## src/rtl/whack_mole_if.sv

```systemverilog
// Bus between the whack-a-mole game control/buttons and the datapath.
// Groups the game inputs (start, buttons, qualifier) and the datapath outputs.
interface whack_mole_if #(
    parameter int HOLES   = 4,
    parameter int SCORE_W = 8
);
    // Handshake: start is a one-cycle request honoured only while the game is
    // idle or over; a button rising edge counts as a hit only when valid_whack
    // is high in the same cycle, otherwise it is a miss. No back-pressure.
    logic               start;
    logic [HOLES-1:0]   whack;
    logic               valid_whack;
    logic [HOLES-1:0]   mole;
    logic               hit_pulse;
    logic               miss_pulse;
    logic [SCORE_W-1:0] score;
    logic [1:0]         misses;
    logic               game_over;

    modport master (
        output start, whack, valid_whack,
        input  mole, hit_pulse, miss_pulse, score, misses, game_over
    );

    modport slave (
        input  start, whack, valid_whack,
        output mole, hit_pulse, miss_pulse, score, misses, game_over
    );
endinterface

```

## src/rtl/whack_mole_datapath.sv

```systemverilog
// Whack-a-mole datapath: mole placement LFSR, up-window timer, scoring and misses.
// Optional feature: define MOLE_SPEEDUP_EN to shorten the window on every hit.
module whack_mole_datapath #(
    parameter int         HOLES      = 4,
    parameter int         WINDOW     = 50000000,
    parameter int         MAX_MISSES = 3,
    parameter int         SCORE_W    = 8,
    parameter logic [7:0] LFSR_SEED  = 8'hA5
) (
    input  logic        clk,
    input  logic        Reset,
    whack_mole_if.slave bus,
    output logic [2:0]  state_dbg
);
    localparam int IW = $clog2(HOLES);
    localparam int TW = $clog2(WINDOW + 1);

    typedef enum logic [2:0] {
        S_IDLE,
        S_SPAWN,
        S_UP,
        S_HIT,
        S_MISS,
        S_OVER
    } state_t;

    state_t             state_q, state_d;
    logic [7:0]         lfsr_q, lfsr_d;
    logic [HOLES-1:0]   whack_q, whack_d;
    logic [IW-1:0]      idx_q, idx_d;
    logic [TW-1:0]      timer_q, timer_d;
    logic [SCORE_W-1:0] score_q, score_d;
    logic [1:0]         misses_q, misses_d;
    logic [TW-1:0]      window;
    logic [HOLES-1:0]   whack_edge;
    logic [HOLES-1:0]   mole_bit;
    logic [IW-1:0]      raw_idx;
    logic               start_ok;

    assign whack_edge = bus.whack & ~whack_q;
    assign mole_bit   = HOLES'(1) << idx_q;
    assign raw_idx    = lfsr_q[IW-1:0];
    assign start_ok   = bus.start && (state_q == S_IDLE || state_q == S_OVER);

`ifdef MOLE_SPEEDUP_EN
    localparam logic [TW-1:0] WIN_STEP  = TW'(WINDOW >> 3);
    localparam logic [TW-1:0] WIN_FLOOR = TW'(WINDOW >> 2);

    logic [TW-1:0] window_q, window_d;

    // Each hit shortens the window; a new game restores the full length.
    always_comb begin
        window_d = window_q;
        if (start_ok) begin
            window_d = TW'(WINDOW);
        end else if (state_q == S_HIT) begin
            window_d = (window_q > WIN_FLOOR + WIN_STEP) ? window_q - WIN_STEP : WIN_FLOOR;
        end
    end

    always_ff @(posedge clk) begin
        if (Reset) begin
            window_q <= TW'(WINDOW);
        end else begin
            window_q <= window_d;
        end
    end

    assign window = window_q;
`else
    assign window = TW'(WINDOW);
`endif

    always_comb begin
        state_d  = state_q;
        lfsr_d   = {lfsr_q[6:0], lfsr_q[7] ^ lfsr_q[5] ^ lfsr_q[4] ^ lfsr_q[3]};
        whack_d  = bus.whack;
        idx_d    = idx_q;
        timer_d  = timer_q;
        score_d  = score_q;
        misses_d = misses_q;
        case (state_q)
            S_IDLE, S_OVER: begin
                if (start_ok) begin
                    score_d  = '0;
                    misses_d = '0;
                    state_d  = S_SPAWN;
                end
            end
            S_SPAWN: begin
                // idx_q still holds the previous mole; never repeat a hole.
                idx_d   = (raw_idx == idx_q) ? IW'(raw_idx + IW'(1)) : raw_idx;
                timer_d = window - TW'(1);
                state_d = S_UP;
            end
            S_UP: begin
                if (whack_edge != '0) begin
                    state_d = (whack_edge == mole_bit && bus.valid_whack) ? S_HIT : S_MISS;
                end else if (timer_q == '0) begin
                    state_d = S_MISS;
                end else begin
                    timer_d = timer_q - TW'(1);
                end
            end
            S_HIT: begin
                score_d = (&score_q) ? score_q : score_q + SCORE_W'(1);
                state_d = S_SPAWN;
            end
            S_MISS: begin
                misses_d = misses_q + 2'd1;
                state_d  = (misses_q + 2'd1 == 2'(MAX_MISSES)) ? S_OVER : S_SPAWN;
            end
            default: state_d = S_IDLE;
        endcase
    end

    always_ff @(posedge clk) begin
        if (Reset) begin
            state_q  <= S_IDLE;
            lfsr_q   <= LFSR_SEED;
            whack_q  <= '0;
            idx_q    <= '0;
            timer_q  <= '0;
            score_q  <= '0;
            misses_q <= '0;
        end else begin
            state_q  <= state_d;
            lfsr_q   <= lfsr_d;
            whack_q  <= whack_d;
            idx_q    <= idx_d;
            timer_q  <= timer_d;
            score_q  <= score_d;
            misses_q <= misses_d;
        end
    end

    assign bus.mole       = (state_q == S_UP) ? mole_bit : '0;
    assign bus.hit_pulse  = (state_q == S_HIT);
    assign bus.miss_pulse = (state_q == S_MISS);
    assign bus.score      = score_q;
    assign bus.misses     = misses_q;
    assign bus.game_over  = (state_q == S_OVER);
    assign state_dbg      = state_q;
endmodule

```

## src/flat_wrapper.sv

```systemverilog
// flat-port wrapper written by rule: the top's interface ports become plain ports
module whack_mole_datapath_flat 
#(
    parameter int         HOLES      = 4,
    parameter int         WINDOW     = 50000000,
    parameter int         MAX_MISSES = 3,
    parameter int         SCORE_W    = 8,
    parameter logic [7:0] LFSR_SEED  = 8'hA5
)
  (clk, Reset, state_dbg, bus_start, bus_whack, bus_valid_whack, bus_mole, bus_hit_pulse, bus_miss_pulse, bus_score, bus_misses, bus_game_over);
  whack_mole_if #(.HOLES(HOLES), .SCORE_W(SCORE_W)) bus_i ();
  input  logic clk;
  input  logic Reset;
  output logic [2:0] state_dbg;
  input wire logic [$bits(bus_i.start)-1:0] bus_start;
  input wire logic [$bits(bus_i.whack)-1:0] bus_whack;
  input wire logic [$bits(bus_i.valid_whack)-1:0] bus_valid_whack;
  output wire logic [$bits(bus_i.mole)-1:0] bus_mole;
  output wire logic [$bits(bus_i.hit_pulse)-1:0] bus_hit_pulse;
  output wire logic [$bits(bus_i.miss_pulse)-1:0] bus_miss_pulse;
  output wire logic [$bits(bus_i.score)-1:0] bus_score;
  output wire logic [$bits(bus_i.misses)-1:0] bus_misses;
  output wire logic [$bits(bus_i.game_over)-1:0] bus_game_over;
  assign bus_i.start = bus_start;
  assign bus_i.whack = bus_whack;
  assign bus_i.valid_whack = bus_valid_whack;
  assign bus_mole = bus_i.mole;
  assign bus_hit_pulse = bus_i.hit_pulse;
  assign bus_miss_pulse = bus_i.miss_pulse;
  assign bus_score = bus_i.score;
  assign bus_misses = bus_i.misses;
  assign bus_game_over = bus_i.game_over;
  whack_mole_datapath #(.HOLES(HOLES), .WINDOW(WINDOW), .MAX_MISSES(MAX_MISSES), .SCORE_W(SCORE_W), .LFSR_SEED(LFSR_SEED)) u_core (.clk(clk), .Reset(Reset), .bus(bus_i), .state_dbg(state_dbg));
endmodule
```

## config.mk

```make
export PLATFORM = sky130hd
export DESIGN_NAME = whack_mole_datapath_flat
export DESIGN_NICKNAME = d
export VERILOG_FILES = /design/src/rtl/whack_mole_if.sv /design/src/rtl/whack_mole_datapath.sv /design/src/flat_wrapper.sv
export SDC_FILE = /design/constraint.sdc
export NUM_CORES = 1
export LEC_CHECK = 0
export BUFFER_PORTS_ARGS = -buffer_cell sky130_fd_sc_hd__buf_2
export CAP_MARGIN = 30
export CELL_PAD_IN_SITES_DETAIL_PLACEMENT = 0
export CELL_PAD_IN_SITES_GLOBAL_PLACEMENT = 1
export CORE_MARGIN = 4
export CORE_UTILIZATION = 25
export CTS_BUF_LIST = sky130_fd_sc_hd__clkbuf_4 sky130_fd_sc_hd__clkbuf_8
export DETAILED_ROUTE_END_ITERATION = 10
export GPL_TIMING_DRIVEN = 1
export HOLD_SLACK_MARGIN = 0.02
export PLACE_DENSITY_LB_ADDON = 0.1
export SYNTH_ARGS = -nofsm -noshare
export SYNTH_HDL_FRONTEND = slang
export SYNTH_SLANG_ARGS = --single-unit
```

## constraint.sdc

```tcl
create_clock -name clk -period 6.9 [get_ports clk]
set_input_delay 1.38 -clock clk [delete_from_list [all_inputs] [get_ports clk]]
set_output_delay 1.38 -clock clk [all_outputs]
set_load 0.02 [all_outputs]
```

# == Word-level counts from Yosys, hierarchy flattened ==
# Cells that the tools add are included.
# op_classes
add_sub_neg,4
eq_ne,13
shift,1
muxes,16
bitwise_logic,5
reduce_logical,15
# op_table
operator,count
26-bit two-way mux,2
26-bit one-hot mux with 2 select lines,1
26-bit zero test,1
"26-bit by 1-bit subtractor with 26-bit output, second input constant",1
8-bit two-way mux,2
8-bit one-hot mux with 2 select lines,1
3-bit two-way mux,5
3-bit one-hot mux with 5 select lines,1
"8-bit by 1-bit adder with 8-bit output, second input constant",1
8-bit AND reduction,1
"3-bit by 2-bit == test with 1-bit output, second input constant",2
"3-bit == test, second input constant",2
"2-bit inequality test, second input constant",3
3-bit AND reduction,2
2-bit nonzero test,3
"2-bit by 1-bit adder with 2-bit output, second input constant",2
4-bit AND,1
4-bit == test,1
2-bit two-way mux,2
4-bit two-way mux,1
4-bit inverter,1
2-bit one-hot mux with 2 select lines,1
2-bit AND reduction,2
4-bit nonzero test,1
other kinds (11),14
# word_totals
regBits,53

# == Logic depth before layout (Yosys ltp) ==
# Gate-level depths: netlist of the first run.
# logic_depth
word_depth,7
depth_mapped,9

# == Worst setup path before layout of the first run ==
# OpenSTA, ideal clock, no wires.
# synth_path
kind,input -> register
from,in bus_whack[3]
to,reg u_core.timer_q[3]
setup_ns,0.074
arrival_time_ns,3.039
required_ns,6.826
path_slack_ns,3.786
cell_stages,5
cell_sequence,nor2b_1 > nor4_2 > o211ai_1 > or4_2 > a31oi_1
# synth_between
elab_chain_cells,4
# synth_lines
element,line_no,rtl
from (decl),flat_wrapper.sv:16,input wire logic [$bits(bus_i.whack)-1:0] bus_whack;
4-bit AND,whack_mole_datapath.sv:40,assign whack_edge = bus.whack & ~whack_q;
4-bit nonzero test,whack_mole_datapath.sv:97,if (whack_edge != '0) begin
2-bit inequality test (no line),--,
3-bit AND reduction (no line),--,
to (signal assigned),whack_mole_datapath.sv:131,timer_q <= timer_d;
to (decl),whack_mole_datapath.sv:31,"logic [TW-1:0] timer_q, timer_d;"
# Every way passes these cells.
# A chain may end at the register's enable or synchronous reset.

# == Worst setup path in the final report of the first run ==
# layout_path
from,in bus_whack[3]
to,reg u_core.timer_q[25]
# Same word-level chain as after synthesis.

==> results of run 1 <==
-- registers in the layout, indices dropped and copies added (netlist names) --
register,flops
u_core.timer_q,26
u_core.bus.misses,2
u_core.idx_q,2
u_core.lfsr_q,8
u_core.state_dbg,3
u_core.whack_q,4
u_core.bus.score,8
-- kinds of logic (layout without fill, tap and decap cells) --
group,after synthesis,after routing,synth area share
and+or+nand+nor,131,131,0.307
buffers and inverters,25,44,0.0400
muxes,1,1,0.00376
adders and majority gates,3,3,0.0141
DFF,53,53,0.399
xor gates and xnor gates,12,12,0.0395
AOI/OAI and AO/OA,80,80,0.197
-- power by group through the flow --
stage | registers, mW | logic (mW) | clock network [mW]
floorplan | 0.434 | 0.362 | 0
global placement | 0.463 | 0.453 | 0
detailed placement | 0.463 | 0.445 | 0
CTS | 0.457 | 0.447 | 0.241
global route | 0.473 | 0.505 | 0.253
finish | 0.458 | 0.441 | 0.228
-- stage by stage --
stage,setup WS [ns],util,hold slack [ns],power [mW],instances
floorplan,3.79,-,0.389,0.797,305
global placement,3.02,0.280,0.398,0.916,451
detailed placement,2.97,0.280,0.402,0.909,451
CTS,3.32,0.292,0.429,1.14,459
global route,3.14,0.293,0.443,1.23,460
finish,3.35,0.293,0.423,1.13,460
-- layout by cell type (no fill, tap or decap), drive strengths merged, types with 5 or more instances in the layout --
master,netlist,layout
dfxtp,53,53
buf,5,29
or4,21,21
or3,18,18
a21oi,17,17
nor2,16,16
a31oi,16,16
nand2,13,13
nor2b,13,13
o21ai,12,12
o31ai,11,11
nand3,10,10
xnor2,9,9
or2,8,8
inv,7,7
nand2b,7,7
clkbuf,12,6
nor3,6,6
and3,5,5
a311oi,5,5
-- metal layers --
layer	GRT usage	up-vias
met5	0	-
li1	-	1178
met4	0.0268	0
met1	0.148	1105
met3	0.0186	5
met2	0.175	31
-- final cells by class --
class,count,share of cell area
Inverter,7,0.00870
Multi-Input combinational cell,227,0.494
Sequential cell,53,0.351
Tap cell,136,0.0563
Timing Repair Buffer,29,0.0497
Clock buffer,6,0.0273
Clock inverter,2,0.0124
-- worst paths after layout --
check | start | end | slack [ns] | cells past startpoint
worst min-delay path | u_core.lfsr_q[6] | u_core.lfsr_q[7] | 0.42 | 1
worst max register to register | u_core.timer_q[16] | u_core.timer_q[21] | 3.97 | 5
worst max-delay path | bus_whack[3] | u_core.timer_q[25] | 3.35 | 6
worst min register to register | u_core.lfsr_q[6] | u_core.lfsr_q[7] | 0.42 | 1
==> results_dict.tcl, run 1 <==
set metrics [dict create \
    power.density_nw_per_um2 373 \
    wl_met2_um 2970 \
    io_pins 28 \
    synth_warnings 0 \
    pwr-share-seq 0.406 \
    cts_setup_buffers 0 \
    cts_tree "yes" \
    seq_area_frac_synth 0.399 \
    cp-start-kind "primary input" \
    crit_arrival_ns 3.79 \
    crit_type "primary input to flip-flop" \
    htreeDepth 2 \
    nFillCells 1110 \
    worst_pin_slew_ns 0.953 \
    cts_buffer_depth 2 \
    routedWlPerCell_um 14.2 \
    synthArstFlopShare 0 \
    overflow 0 \
    core_area_um2 10300 \
    drc_errors 0 \
    die_width_um 111 \
    netlist_top_cells_count "dfxtp_1 (53), a21oi_1 (17), a31oi_1 (16), nor2_1 (16)" \
    clock_latency_ns 0.31 \
    cp_cell_sequence "buf_2 -> nor2b_1 -> nor4_2 -> o2111ai_1 -> or4_1 -> a31oi_1" \
    p_switching_mw 0.459 \
    ctsHoldBuffers 0 \
    syn_to_final_growth_pct 13.5 \
    final.period_utilization 0.515 \
    holdCritPathClass "flip-flop to flip-flop" \
    critPathRequiredTime_ns 7.13 \
    synth-seq-cells 53 \
    yosysTopAreaCellShare 0.399 \
    maxCapViolCount 0 \
    grt_max_degree 42 \
    synth_top_cell_by_area "dfxtp_1" \
    cp_slowest_cell "nor4_2" \
    register_area_um2 1060 \
    via_count 2319 \
    placed_cell_area_um2 2890 \
    vias_per_cell 5.04 \
    cts.sink_count 53 \
    multi_input_area_um2 1490 \
    cts_resized 0 \
    power_leakage_nw 1.08 \
    synth_edf_count 0 \
    synth.most_common_cell "dfxtp_1" \
    max_clock_freq_ghz 0.281 \
    grt_usage 0.108 \
    setup_violations 0 \
    io_buffer_count 27 \
    clk_pin_slew_ns 0.10 \
    synthCells 305 \
    clock_skew_ns 0.0113 \
    crit_path_max_fanout 14 \
    p_clk_frac 0.202 \
    wl_met3_um 174 \
    maxSlewViolCount 0 \
    peakVddDrop_mv 0.123 \
    drt_wl_total_um 6530 \
    antenna_found_initial 0 \
    grt_pass1_vias 2209 \
    drive_gt1_frac 0.182 \
    highest_layer "met4" \
    hpwl_um 4340 \
    grt_pass1_wl_um 11200 \
    cts_root_buf "clkbuf_8" \
    firstDrtPassIters 4 \
    swShare 0.408 \
    antennaDiodeCount 0 \
    cpPeakStageDelay_ns 0.69 \
    end_kind "flip-flop" \
    start_util 0.258 \
    final_cell_area_um2 3020 \
    synth_area_leaders "dfxtp_1 (40%), or4_1 (4.2%), a31oi_1 (3.8%), or3_1 (3.5%), a21oi_1 (3.2%)" \
    relSlewSlack 0.364 \
    internal_power_mw 0.667 \
    synth_flop_cell "dfxtp_1" \
    finalNetCount 334 \
    ant_nets 0 \
    finalWeightedCongestion 0.696 \
    run_status "finished clean" \
    rows 37 \
    syn_nets 316 \
    layout_min_cycle_time_ns 3.55 \
    wl_met1_um 3320 \
    fin_setup_tns_ns 0 \
    critPathBufInv 1 \
    hold_violations 0 \
    netlist_area_um2 2660 \
    cts_buffers 5 \
    cp_top_family "simple AND/OR/NAND/NOR gates" \
    drt-initial-drc-count 88 \
    rsz0062_at_grt "no" \
    die_area_um2 12400 \
    die_y_um 111 \
    syn-mean-instance-area_um2 8.73 \
    comb_power_share 0.392 \
    synthDistinctLibCells 51 \
]
(Power assumes the default switching activity.)
==> inputs of run 2 (changes only) <==
clock period = 2.98 ns   (was 6.9 ns; I/O delays follow)
==> results_dict.tcl, run 2 (synthesis gave the netlist of run 1 again) <==
set metrics [dict create \
    run_status "finished clean" \
    peakVddDrop_mv 0.262 \
    cts_tree "yes" \
    cp_cell_sequence "or4_1 -> or4_1 -> o211ai_1 -> buf_4 -> o21ai_0 -> a21oi_1" \
    clk_pin_slew_ns 0.10 \
    critPathBufInv 1 \
    min_from "u_core.lfsr_q[6]" \
    via_count 2355 \
    cts_setup_buffers 0 \
    io_pins 28 \
    antenna_found_initial 0 \
    cts_buffer_depth 2 \
    hold_violations 0 \
    drc_errors 0 \
    finalWeightedCongestion 0.739 \
    io_buffer_count 27 \
    grt_pass1_wl_um 11200 \
    maxCapViolCount 0 \
    cts_buffers 5 \
    clock_skew_ns 0.00680 \
    crit_arrival_ns 3.02 \
    rows 37 \
    clock_latency_ns 0.31 \
    cts_root_buf "clkbuf_8" \
    cpPeakStageDelay_ns 0.63 \
    firstDrtPassIters 4 \
    rsz0062_at_grt "no" \
    max_clock_freq_ghz 0.361 \
    die_width_um 111 \
    grt_max_degree 26 \
    cpMostUsedCell "or4_1" \
    finalNetCount 341 \
    final_cell_count_no_fill 467 \
    largest_reg_flops 26 \
    crit_type "flip-flop to flip-flop" \
    final.period_utilization 0.930 \
    start_util 0.258 \
    vias_per_cell 5.04 \
    power_mw 2.71 \
    fin_setup_tns_ns 0 \
    rr_worst_depth 6 \
    ctsHoldBuffers 0 \
    cp_top_family "simple AND/OR/NAND/NOR gates" \
    power_leakage_nw 1.13 \
    drt-initial-drc-count 178 \
    power.density_nw_per_um2 876 \
    drt_wl_total_um 6570 \
    grt_pass1_vias 2241 \
    die_area_um2 12400 \
    largest_register "u_core.timer_q" \
    cp-start-kind "flip-flop" \
    grt_usage 0.108 \
    overflow 0 \
    cts.sink_count 53 \
    layout_commonest_cell "dfxtp_1" \
    dp.cells 459 \
    worst_pin_slew_ns 0.681 \
    r2r_start "u_core.timer_q[6]" \
    cts_resized 0 \
    layout_min_cycle_time_ns 2.77 \
    final_cell_area_um2 3090 \
    mostFrequentLayoutCells "dfxtp_1 (53), buf_2 (27), a21oi_1 (17)" \
    antennaDiodeCount 0 \
    drive_gt1_frac 0.199 \
    r2r_slack_ns 0.21 \
    crit_path_max_fanout 9 \
    hpwl_um 4530 \
    die_y_um 111 \
    htreeDepth 2 \
    reg2reg_to "u_core.timer_q[11]" \
    cp_slowest_cell "or4_1" \
    end_kind "flip-flop" \
    setup_violations 0 \
    maxSlewViolCount 0 \
    worst_hold_path.endpoint "u_core.lfsr_q[7]" \
    routedWlPerCell_um 14.1 \
    ant_nets 0 \
    core_area_um2 10300 \
    postLayoutCoreUtil 0.299 \
    relSlewSlack 0.543 \
    holdCritPathClass "flip-flop to flip-flop" \
    syn_to_final_growth_pct 16.2 \
    critPathRequiredTime_ns 3.23 \
    placed_cell_area_um2 2950 \
    min_path_cells 1 \
]
[run 2: layer usage]
layer | global-route usage | up-vias | part of all wire
met3 | 0.0251 | 4 | 0.019
li1 | - | 1201 | -
met1 | 0.149 | 1128 | 0.53
met4 | 0.0219 | 0 | 0.0061
met2 | 0.173 | 22 | 0.45
met5 | 0 | - | 0
[run 2: area by class of cell]
cell class                 instances  area (um2)
timing repair buffer              36         203
multi-input combinational        227        1490
inverter                           7        26.3
tap                              136         170
sequential                        53        1060
clock buffer                       5        68.8
clock inverter                     3        68.8
fill                            1123        7230
[run 2: power breakdown]
part	switching (mW)	total [mW]	internal (mW)	leakage [nW]
sequential	0.188	1.05	0.861	0.436
clock	0.261	0.600	0.338	0.0687
combinational	0.629	1.06	0.432	0.621
[run 2: worst reg2reg max path, cell delays in order, from the launching register on]
cell	delay (ns)
dfxtp_1	0.37
or4_1	0.63
or4_1	0.63
o211ai_1	0.59
buf_4	0.26
o21ai_0	0.09
a21oi_1	0.14
[run 2: through the flow]
step	hold slack (ns)	setup slack [ns]
3_5_place_dp	0.399	0.233
5_1_grt	0.444	0.0123
6_report	0.423	0.210
2_1_floorplan	0.389	0.559
4_1_cts	0.427	0.219
3_3_place_gp	0.396	0.295
[run 2: how the worst max path moves through the flow]
stage / start / end / slack (ns) / cells past startpoint
finish: u_core.timer_q[6] / u_core.timer_q[11] / 0.21 / 6
global route: u_core.timer_q[6] / u_core.timer_q[11] / 0.01 / 6
CTS: u_core.timer_q[6] / u_core.timer_q[11] / 0.22 / 6
detailed placement: u_core.timer_q[6] / u_core.timer_q[11] / 0.23 / 6
global placement: u_core.timer_q[6] / u_core.timer_q[11] / 0.30 / 6
floorplan: u_core.timer_q[2] / u_core.timer_q[16] / 0.56 / 6
